===== src/rtl/id_ex_stage_pkg.sv =====
// Shared decode constants for the ID/EX stage and the execution block:
// ALU op codes, major opcodes, funct fields and the control bundle type.
package id_ex_stage_pkg;

    localparam logic [3:0] ALU_ADD  = 4'b0000;
    localparam logic [3:0] ALU_SUB  = 4'b0001;
    localparam logic [3:0] ALU_AND  = 4'b0010;
    localparam logic [3:0] ALU_OR   = 4'b0011;
    localparam logic [3:0] ALU_XOR  = 4'b0100;
    localparam logic [3:0] ALU_SRL  = 4'b0101;
    localparam logic [3:0] ALU_SLL  = 4'b0110;
    localparam logic [3:0] ALU_SRA  = 4'b0111;
    localparam logic [3:0] ALU_SLT  = 4'b1000;
    localparam logic [3:0] ALU_SLTU = 4'b1001;

    localparam logic [6:0] OP_R  = 7'b0110011;
    localparam logic [6:0] OP_I  = 7'b0010011;
    localparam logic [6:0] OP_LD = 7'b0000011;
    localparam logic [6:0] OP_ST = 7'b0100011;
    localparam logic [6:0] OP_BR = 7'b1100011;

    localparam logic [6:0] F7_BASE = 7'b0000000;
    localparam logic [6:0] F7_ALT  = 7'b0100000;
    localparam logic [5:0] F6_BASE = 6'b000000;
    localparam logic [5:0] F6_SRA  = 6'b010000;

    localparam logic [2:0] F3_ADD  = 3'b000;
    localparam logic [2:0] F3_SLL  = 3'b001;
    localparam logic [2:0] F3_SLT  = 3'b010;
    localparam logic [2:0] F3_SLTU = 3'b011;
    localparam logic [2:0] F3_XOR  = 3'b100;
    localparam logic [2:0] F3_SR   = 3'b101;
    localparam logic [2:0] F3_OR   = 3'b110;
    localparam logic [2:0] F3_AND  = 3'b111;
    localparam logic [2:0] F3_LD   = 3'b011;
    localparam logic [2:0] F3_SD   = 3'b011;
    localparam logic [2:0] F3_BEQ  = 3'b000;

    typedef enum logic [2:0] {
        ImmZero,
        ImmI,
        ImmS,
        ImmB,
        ImmShamt
    } imm_sel_e;

    typedef struct packed {
        logic regwrite;
        logic memread;
        logic memwrite;
        logic memtoreg;
        logic branch;
    } ctrl_t;

    // funct3 -> ALU op for the integer ALU group; alt selects SUB/SRA.
    function automatic logic [3:0] alu_op_from_f3(input logic [2:0] f3, input logic alt);
        logic [3:0] op;
        case (f3)
            F3_ADD:  op = alt ? ALU_SUB : ALU_ADD;
            F3_SLL:  op = ALU_SLL;
            F3_SLT:  op = ALU_SLT;
            F3_SLTU: op = ALU_SLTU;
            F3_XOR:  op = ALU_XOR;
            F3_SR:   op = alt ? ALU_SRA : ALU_SRL;
            F3_OR:   op = ALU_OR;
            default: op = ALU_AND;
        endcase
        return op;
    endfunction

endpackage


===== src/rtl/id_ex_stage_imm_gen.sv =====
// Immediate extraction: I, S, B and 6-bit shift amount, each extended to XLEN.
// Takes instr[31:20] and instr[11:7], the only fields an immediate draws on.
module id_ex_stage_imm_gen #(
    parameter int unsigned XLEN = 64
) (
    input  logic [11:0]     instr_hi_i,
    input  logic [4:0]      instr_lo_i,
    output logic [XLEN-1:0] imm_i_o,
    output logic [XLEN-1:0] imm_s_o,
    output logic [XLEN-1:0] imm_b_o,
    output logic [XLEN-1:0] imm_sh_o
);

    logic sign;
    assign sign = instr_hi_i[11];

    assign imm_i_o  = {{(XLEN-12){sign}}, instr_hi_i};
    assign imm_s_o  = {{(XLEN-12){sign}}, instr_hi_i[11:5], instr_lo_i};
    assign imm_b_o  = {{(XLEN-13){sign}}, sign, instr_lo_i[0], instr_hi_i[10:5],
                       instr_lo_i[4:1], 1'b0};
    assign imm_sh_o = {{(XLEN-6){1'b0}}, instr_hi_i[5:0]};

endmodule


===== src/rtl/id_ex_stage.sv =====
// Decode plus ID/EX pipeline register feeding the execution block.
// Optional IDEX_PC_EN adds ifid_pc, idex_pc and idex_br_target.
module id_ex_stage
    import id_ex_stage_pkg::*;
#(
    parameter int unsigned XLEN       = 64,
    parameter int unsigned REG_ADDR_W = 5
) (
    input  logic                  clk,
    input  logic                  reset,
    input  logic                  ifid_valid,
    input  logic [31:0]           ifid_instr,
    input  logic [XLEN-1:0]       rs1_data,
    input  logic [XLEN-1:0]       rs2_data,
    input  logic                  stall,
    input  logic                  flush,
    output logic                  idex_valid,
    output logic [XLEN-1:0]       idex_a,
    output logic [XLEN-1:0]       idex_b,
    output logic [XLEN-1:0]       idex_imm,
    output logic [3:0]            idex_op,
    output logic                  idex_alusrc,
    output logic                  idex_regwrite,
    output logic                  idex_memread,
    output logic                  idex_memwrite,
    output logic                  idex_memtoreg,
    output logic                  idex_branch,
    output logic [REG_ADDR_W-1:0] idex_rd,
    output logic                  idex_illegal
`ifdef IDEX_PC_EN
    ,
    input  logic [XLEN-1:0]       ifid_pc,
    output logic [XLEN-1:0]       idex_pc,
    output logic [XLEN-1:0]       idex_br_target
`endif
);

    logic [6:0] opcode;
    logic [2:0] f3;
    logic [6:0] f7;
    logic [5:0] f6;
    assign opcode = ifid_instr[6:0];
    assign f3     = ifid_instr[14:12];
    assign f7     = ifid_instr[31:25];
    assign f6     = ifid_instr[31:26];

    // rs1 index is consumed by the register file, not here.
    logic unused_rs1_idx;
    assign unused_rs1_idx = ^ifid_instr[19:15];

    logic [XLEN-1:0] imm_i, imm_s, imm_b, imm_sh;

    id_ex_stage_imm_gen #(
        .XLEN(XLEN)
    ) u_imm_gen (
        .instr_hi_i(ifid_instr[31:20]),
        .instr_lo_i(ifid_instr[11:7]),
        .imm_i_o   (imm_i),
        .imm_s_o   (imm_s),
        .imm_b_o   (imm_b),
        .imm_sh_o  (imm_sh)
    );

    logic                  dec_legal;
    logic [3:0]            dec_op;
    logic                  dec_alusrc;
    ctrl_t                 dec_ctrl;
    imm_sel_e              dec_imm_sel;
    logic [REG_ADDR_W-1:0] dec_rd;
    logic [XLEN-1:0]       dec_imm;

    always_comb begin
        dec_legal   = 1'b0;
        dec_op      = ALU_ADD;
        dec_alusrc  = 1'b0;
        dec_ctrl    = '0;
        dec_imm_sel = ImmZero;
        dec_rd      = REG_ADDR_W'(ifid_instr[11:7]);
        case (opcode)
            OP_R: begin
                dec_legal = (f7 == F7_BASE) ||
                            ((f7 == F7_ALT) && ((f3 == F3_ADD) || (f3 == F3_SR)));
                dec_op = alu_op_from_f3(f3, f7 == F7_ALT);
                dec_ctrl.regwrite = 1'b1;
            end
            OP_I: begin
                if (f3 == F3_SLL) begin
                    dec_legal = (f6 == F6_BASE);
                end else if (f3 == F3_SR) begin
                    dec_legal = (f6 == F6_BASE) || (f6 == F6_SRA);
                end else begin
                    dec_legal = 1'b1;
                end
                dec_op = alu_op_from_f3(f3, (f3 == F3_SR) && (f6 == F6_SRA));
                dec_alusrc = 1'b1;
                dec_ctrl.regwrite = 1'b1;
                dec_imm_sel = ((f3 == F3_SLL) || (f3 == F3_SR)) ? ImmShamt : ImmI;
            end
            OP_LD: begin
                dec_legal         = (f3 == F3_LD);
                dec_alusrc        = 1'b1;
                dec_ctrl.memread  = 1'b1;
                dec_ctrl.memtoreg = 1'b1;
                dec_ctrl.regwrite = 1'b1;
                dec_imm_sel       = ImmI;
            end
            OP_ST: begin
                dec_legal         = (f3 == F3_SD);
                dec_alusrc        = 1'b1;
                dec_ctrl.memwrite = 1'b1;
                dec_imm_sel       = ImmS;
                dec_rd            = '0;
            end
            OP_BR: begin
                dec_legal       = (f3 == F3_BEQ);
                dec_op          = ALU_SUB;
                dec_ctrl.branch = 1'b1;
                dec_imm_sel     = ImmB;
                dec_rd          = '0;
            end
            default: ;
        endcase
    end

    always_comb begin
        dec_imm = '0;
        unique case (dec_imm_sel)
            ImmI:     dec_imm = imm_i;
            ImmS:     dec_imm = imm_s;
            ImmB:     dec_imm = imm_b;
            ImmShamt: dec_imm = imm_sh;
            default:  dec_imm = '0;
        endcase
    end

    logic take;
    assign take = ifid_valid && dec_legal;

    logic                  valid_d, valid_q;
    logic [XLEN-1:0]       a_d, a_q;
    logic [XLEN-1:0]       b_d, b_q;
    logic [XLEN-1:0]       imm_d, imm_q;
    logic [3:0]            op_d, op_q;
    logic                  alusrc_d, alusrc_q;
    ctrl_t                 ctrl_d, ctrl_q;
    logic [REG_ADDR_W-1:0] rd_d, rd_q;
    logic                  illegal_d, illegal_q;
`ifdef IDEX_PC_EN
    logic [XLEN-1:0]       pc_d, pc_q;
    logic [XLEN-1:0]       br_target_d, br_target_q;
`endif

    // Hold by default; flush or an unstalled edge starts from a bubble.
    always_comb begin
        valid_d   = valid_q;
        a_d       = a_q;
        b_d       = b_q;
        imm_d     = imm_q;
        op_d      = op_q;
        alusrc_d  = alusrc_q;
        ctrl_d    = ctrl_q;
        rd_d      = rd_q;
        illegal_d = illegal_q;
`ifdef IDEX_PC_EN
        pc_d        = pc_q;
        br_target_d = br_target_q;
`endif
        if (flush || !stall) begin
            valid_d   = 1'b0;
            a_d       = '0;
            b_d       = '0;
            imm_d     = '0;
            op_d      = ALU_ADD;
            alusrc_d  = 1'b0;
            ctrl_d    = '0;
            rd_d      = '0;
            illegal_d = !flush && ifid_valid && !dec_legal;
`ifdef IDEX_PC_EN
            pc_d        = '0;
            br_target_d = '0;
`endif
            if (!flush && take) begin
                valid_d  = 1'b1;
                a_d      = rs1_data;
                b_d      = rs2_data;
                imm_d    = dec_imm;
                op_d     = dec_op;
                alusrc_d = dec_alusrc;
                ctrl_d   = dec_ctrl;
                rd_d     = dec_rd;
`ifdef IDEX_PC_EN
                pc_d        = ifid_pc;
                br_target_d = ifid_pc + imm_b;
`endif
            end
        end
    end

    always_ff @(posedge clk) begin
        if (reset) begin
            valid_q   <= 1'b0;
            a_q       <= '0;
            b_q       <= '0;
            imm_q     <= '0;
            op_q      <= ALU_ADD;
            alusrc_q  <= 1'b0;
            ctrl_q    <= '0;
            rd_q      <= '0;
            illegal_q <= 1'b0;
`ifdef IDEX_PC_EN
            pc_q        <= '0;
            br_target_q <= '0;
`endif
        end else begin
            valid_q   <= valid_d;
            a_q       <= a_d;
            b_q       <= b_d;
            imm_q     <= imm_d;
            op_q      <= op_d;
            alusrc_q  <= alusrc_d;
            ctrl_q    <= ctrl_d;
            rd_q      <= rd_d;
            illegal_q <= illegal_d;
`ifdef IDEX_PC_EN
            pc_q        <= pc_d;
            br_target_q <= br_target_d;
`endif
        end
    end

    assign idex_valid    = valid_q;
    assign idex_a        = a_q;
    assign idex_b        = b_q;
    assign idex_imm      = imm_q;
    assign idex_op       = op_q;
    assign idex_alusrc   = alusrc_q;
    assign idex_regwrite = ctrl_q.regwrite;
    assign idex_memread  = ctrl_q.memread;
    assign idex_memwrite = ctrl_q.memwrite;
    assign idex_memtoreg = ctrl_q.memtoreg;
    assign idex_branch   = ctrl_q.branch;
    assign idex_rd       = rd_q;
    assign idex_illegal  = illegal_q;
`ifdef IDEX_PC_EN
    assign idex_pc        = pc_q;
    assign idex_br_target = br_target_q;
`endif

endmodule


===== config.mk =====
export PLATFORM = sky130hd
export DESIGN_NAME = id_ex_stage
export DESIGN_NICKNAME = d
export VERILOG_FILES = /design/src/rtl/id_ex_stage_pkg.sv /design/src/rtl/id_ex_stage_imm_gen.sv /design/src/rtl/id_ex_stage.sv
export SDC_FILE = /design/constraint.sdc
export NUM_CORES = 1
export LEC_CHECK = 0
export ABC_AREA = 1
export BUFFER_PORTS_ARGS = -buffer_cell sky130_fd_sc_hd__buf_4
export CAP_MARGIN = 10
export CORE_UTILIZATION = 40
export DETAILED_ROUTE_END_ITERATION = 12
export PLACE_DENSITY = 0.67
export RECOVER_POWER = 50
export SYNTH_ARGS = -nofsm -noshare
export SYNTH_HDL_FRONTEND = slang
export SYNTH_HIERARCHICAL = 1
export SYNTH_SLANG_ARGS = --single-unit

===== constraint.sdc =====
create_clock -name clk -period 4.5 [get_ports clk]
set_input_delay 0.675 -clock clk [delete_from_list [all_inputs] [get_ports clk]]
set_output_delay 0.675 -clock clk [all_outputs]
set_load 0.05 [all_outputs]

==> key figures <==
Setup path
  • Crit path cell chain: buf_4, inv_2, nand2_1, nor2_4, buf_4, nand3_1, nand2_2, buf_4, nand4_1, a21oi_1
  • FF-to-FF End: idex_memread
  • Worst R2R Path Depth: 2
  • Delay-heaviest family, CP: simple AND/OR/NAND/NOR gates
  • Worst R2R Start: idex_memread
  • WS Path Type: input port to flip-flop
  • CP peak stage delay: roughly 0.57 ns
  • R2r setup slk: about 3.8 ns
  • Crit-path most repeated cell: buf_4
  • CP max stage cell: nand2_2
  • Crit path launch type: input port
  • CP Buf/Inv Count: 4
  • CP Max Fanout: 40
  • Arrival time worst endpoint: 3.19 ns
  • Setup crit end kind: flip-flop
  • CP required: 4.94 ns

Pwr
  • VDD IR max: ~230 uV
  • Switch Pwr: a little over 1 mW
  • Sequential power share: 0.456
  • Overall power: a little over 4 mW
  • Leakage: between 5 and 6 nW
  • Clk pwr share: 0.462
  • Logic pwr share: 0.082
  • Net Sw Frac: 0.249
  • Pwr per Cell Area: slightly above 300 nW/um^2
  • Cell-internal power: between 3 and 4 mW

Logic synthesis
  • Cell accounting for the most synthesized area: dfxtp_1
  • Post-synthesis adder-cell area fraction: 0
  • Syn Area/Cell: between 6 and 7 um^2
  • Largest cells by area after synthesis: dfxtp_1 34%, buf_4 16%, nand2_1 13%
  • Synth Area in Compound Gates: 0.0866
  • Synth warn: 6
  • Synth top area share: 0.340
  • Distinct cells, synth: 22
  • Largest family of logic cells by synthesized area: simple AND/OR/NAND/NOR gates
  • Sequential share of the synthesized area: 0.340
  • Mux share of post-synthesis cell area: 0
  • Post-synthesis xor/xnor area fraction: 0.000715
  • Simple-Gate Fraction of Synth Area: 0.335
  • Cells after Synth: 1824
  • Synthesized area: 12200 um^2
  • Seq cells post-synth: roughly 210

Cells and area
  • Synthesis-to-finish area growth: 8.82%
  • Area of the multi-input gates: around 5400 um^2
  • Register area: roughly 4200 um^2
  • Fillers: ~3200
  • Finished Cell Area: between 10000 and 15000 um^2
  • Net count, final: slightly above 2000
  • Share of layout cells above drive strength 1: 0.126
  • Non-Filler Instances: between 2000 and 2500
  • Most frequent cells in the layout: 427 x nand2_1, 262 x nand3_1, 215 x clkbuf_1
  • Commonest non-fill, non-tap cell in the layout: nand2_1

Min path
  • WHS Endpoint: idex_b[10]
  • Hold Crit Depth: 3
  • HP Class: input port to flip-flop
  • Hold path startpoint: rs2_data[10]

STA
  • Fin Setup TNS: 0 ns
  • Hold WS: just over 0.4 ns
  • Max Clock Skew: 0 ns
  • Least-Margin Pin Slew: 1.03 ns
  • Crit path time final: about 2.8 ns
  • RSZ-0062 raised after global routing: no
  • Max-slew violation count: 0
  • Slew Limit Headroom: 0.316
  • Fmax: about 360 MHz
  • Final Hold Viols: 0
  • Setup Viol. Count Final: 0
  • Period utilization: 0.611

Route
  • Final wirelength: about 37000 um
  • Vias/cell: about 5
  • Wire length per cell: roughly 16 um
  • Post-route DRC: 0
  • DR vias: 11500
  • Iter 0 DRT Violations: between 800 and 900
  • Post-route ant nets: 0
  • First-pass DRT Iterations: 5

CTS
  • Clock-pin slew on the worst setup and hold paths: 0.07 ns
  • TritonCTS buffer count: 24
  • Post-cts repair resize count: 0
  • H-tree levels: 1
  • Clk buf depth: 3
  • Clock latency on the worst-skew pair: between 0.5 and 0.6 ns
  • CTS tree: yes
  • Post-CTS Setup Inserts: 0
  • CTS Sinks: approximately 210
  • Root Buffer: clkbuf_16
  • # hold bufs at CTS: 0

Outcome
  • Outcome: finished clean

Placed design
  • Inst Count DP: roughly 2300
  • GPL Wtd Cong: 0.841
  • Port bufs: 368
  • HPWL after DPL: 23800 um
  • Dpl cell area: around 13000 um^2

GRT
  • Pin count of the biggest net entering global routing: 117
  • Initial antenna violation count: 1
  • Vias in the first global route: just over 10000
  • First-pass GRT wire length: 55900 um
  • All-Layer GR Usage: 0.221
  • Total gr overflow: 0

Die
  • Horiz. Die Dim: about 180 um
  • Die Footprint: 31300 um^2
  • # IOs: 374
  • CORE AREA: about 30000 um^2
  • FP Rows: 63
  • Initial core utilization: 0.410
  • Die Ht: between 150 and 200 um

Job
  • Max-cap viol count: 0
-- cell families after synthesis --
group / count (synthesis)
AOI/OAI and AO/OA: 212
xor gates and xnor gates: 1
buffers and inverters: 473
DFF: 208
other: 1
and+or+nand+nor: 929
-- cell usage after synthesis (all sizes together) --
library cell	number
a21oi	211
buf	320
clkbuf	73
conb	1
dfxtp	208
inv	80
nand2	429
nand3	274
nand3b	1
nand4	75
nor2	149
nor3	1
o21ai	1
xnor2	1
-- state kept, by name, summed over array words and instances (netlist names) --
register       flops
idex_op            4
idex_rd            5
idex_alusrc        1
idex_memread       1
idex_branch        1
idex_illegal       1
idex_valid         1
idex_memwrite      1
idex_regwrite      1
idex_imm          64
idex_b            64
idex_a            64
-- worst min-delay path, delay by kind of cell --
family	cells	cell delay (ns)
buffers and inverters	1	0.11
and+or+nand+nor	1	0.05
AOI/OAI and AO/OA	1	0.05
-- power by group through the flow --
stage / Sequential (mW) / Clock [mW] / Combinational [mW]
floorplan: 1.89 / 0 / 0.302
global placement: 1.88 / 0 / 0.324
detailed placement: 1.88 / 0 / 0.328
CTS: 1.84 / 1.92 / 0.328
global route: 1.84 / 2.00 / 0.360
finish: 1.84 / 1.87 / 0.329
-- metal layers --
metal / wire (um) / up-vias / GRT usage
li1: - / 5772 / -
met1: 15900 / 5288 / 0.284
met2: 17300 / 343 / 0.366
met3: 2450 / 65 / 0.0462
met4: 1160 / 0 / 0.0744
met5: 0 / - / 0
-- worst max-delay path by stage --
stage / from / end / depth (start not counted)
floorplan: ifid_instr[2] / idex_alusrc / 12
global placement: ifid_instr[2] / idex_imm[44] / 10
detailed placement: ifid_instr[2] / idex_imm[61] / 10
CTS: ifid_instr[2] / idex_imm[61] / 10
global route: ifid_instr[2] / idex_imm[61] / 10
finish: ifid_instr[2] / idex_imm[61] / 10
-- metrics by stage --
step / setup slack (ns) / util
finish: 1.75 / 0.446
global route: 1.55 / 0.446
CTS: 1.76 / 0.472
detailed placement: 1.20 / 0.447
global placement: 1.24 / 0.446
floorplan: 2.58 / -
-- cell type report --
cell class,instances,area share
repair buffers,386,0.164
multi-input cells,1201,0.408
inverters,80,0.0225
diodes,1,0.000188
flip-flops and latches,208,0.312
clock inverters,7,0.00432
well taps,390,0.0366
clock buffers,36,0.0522
Power figures use the tool's default switching activity.
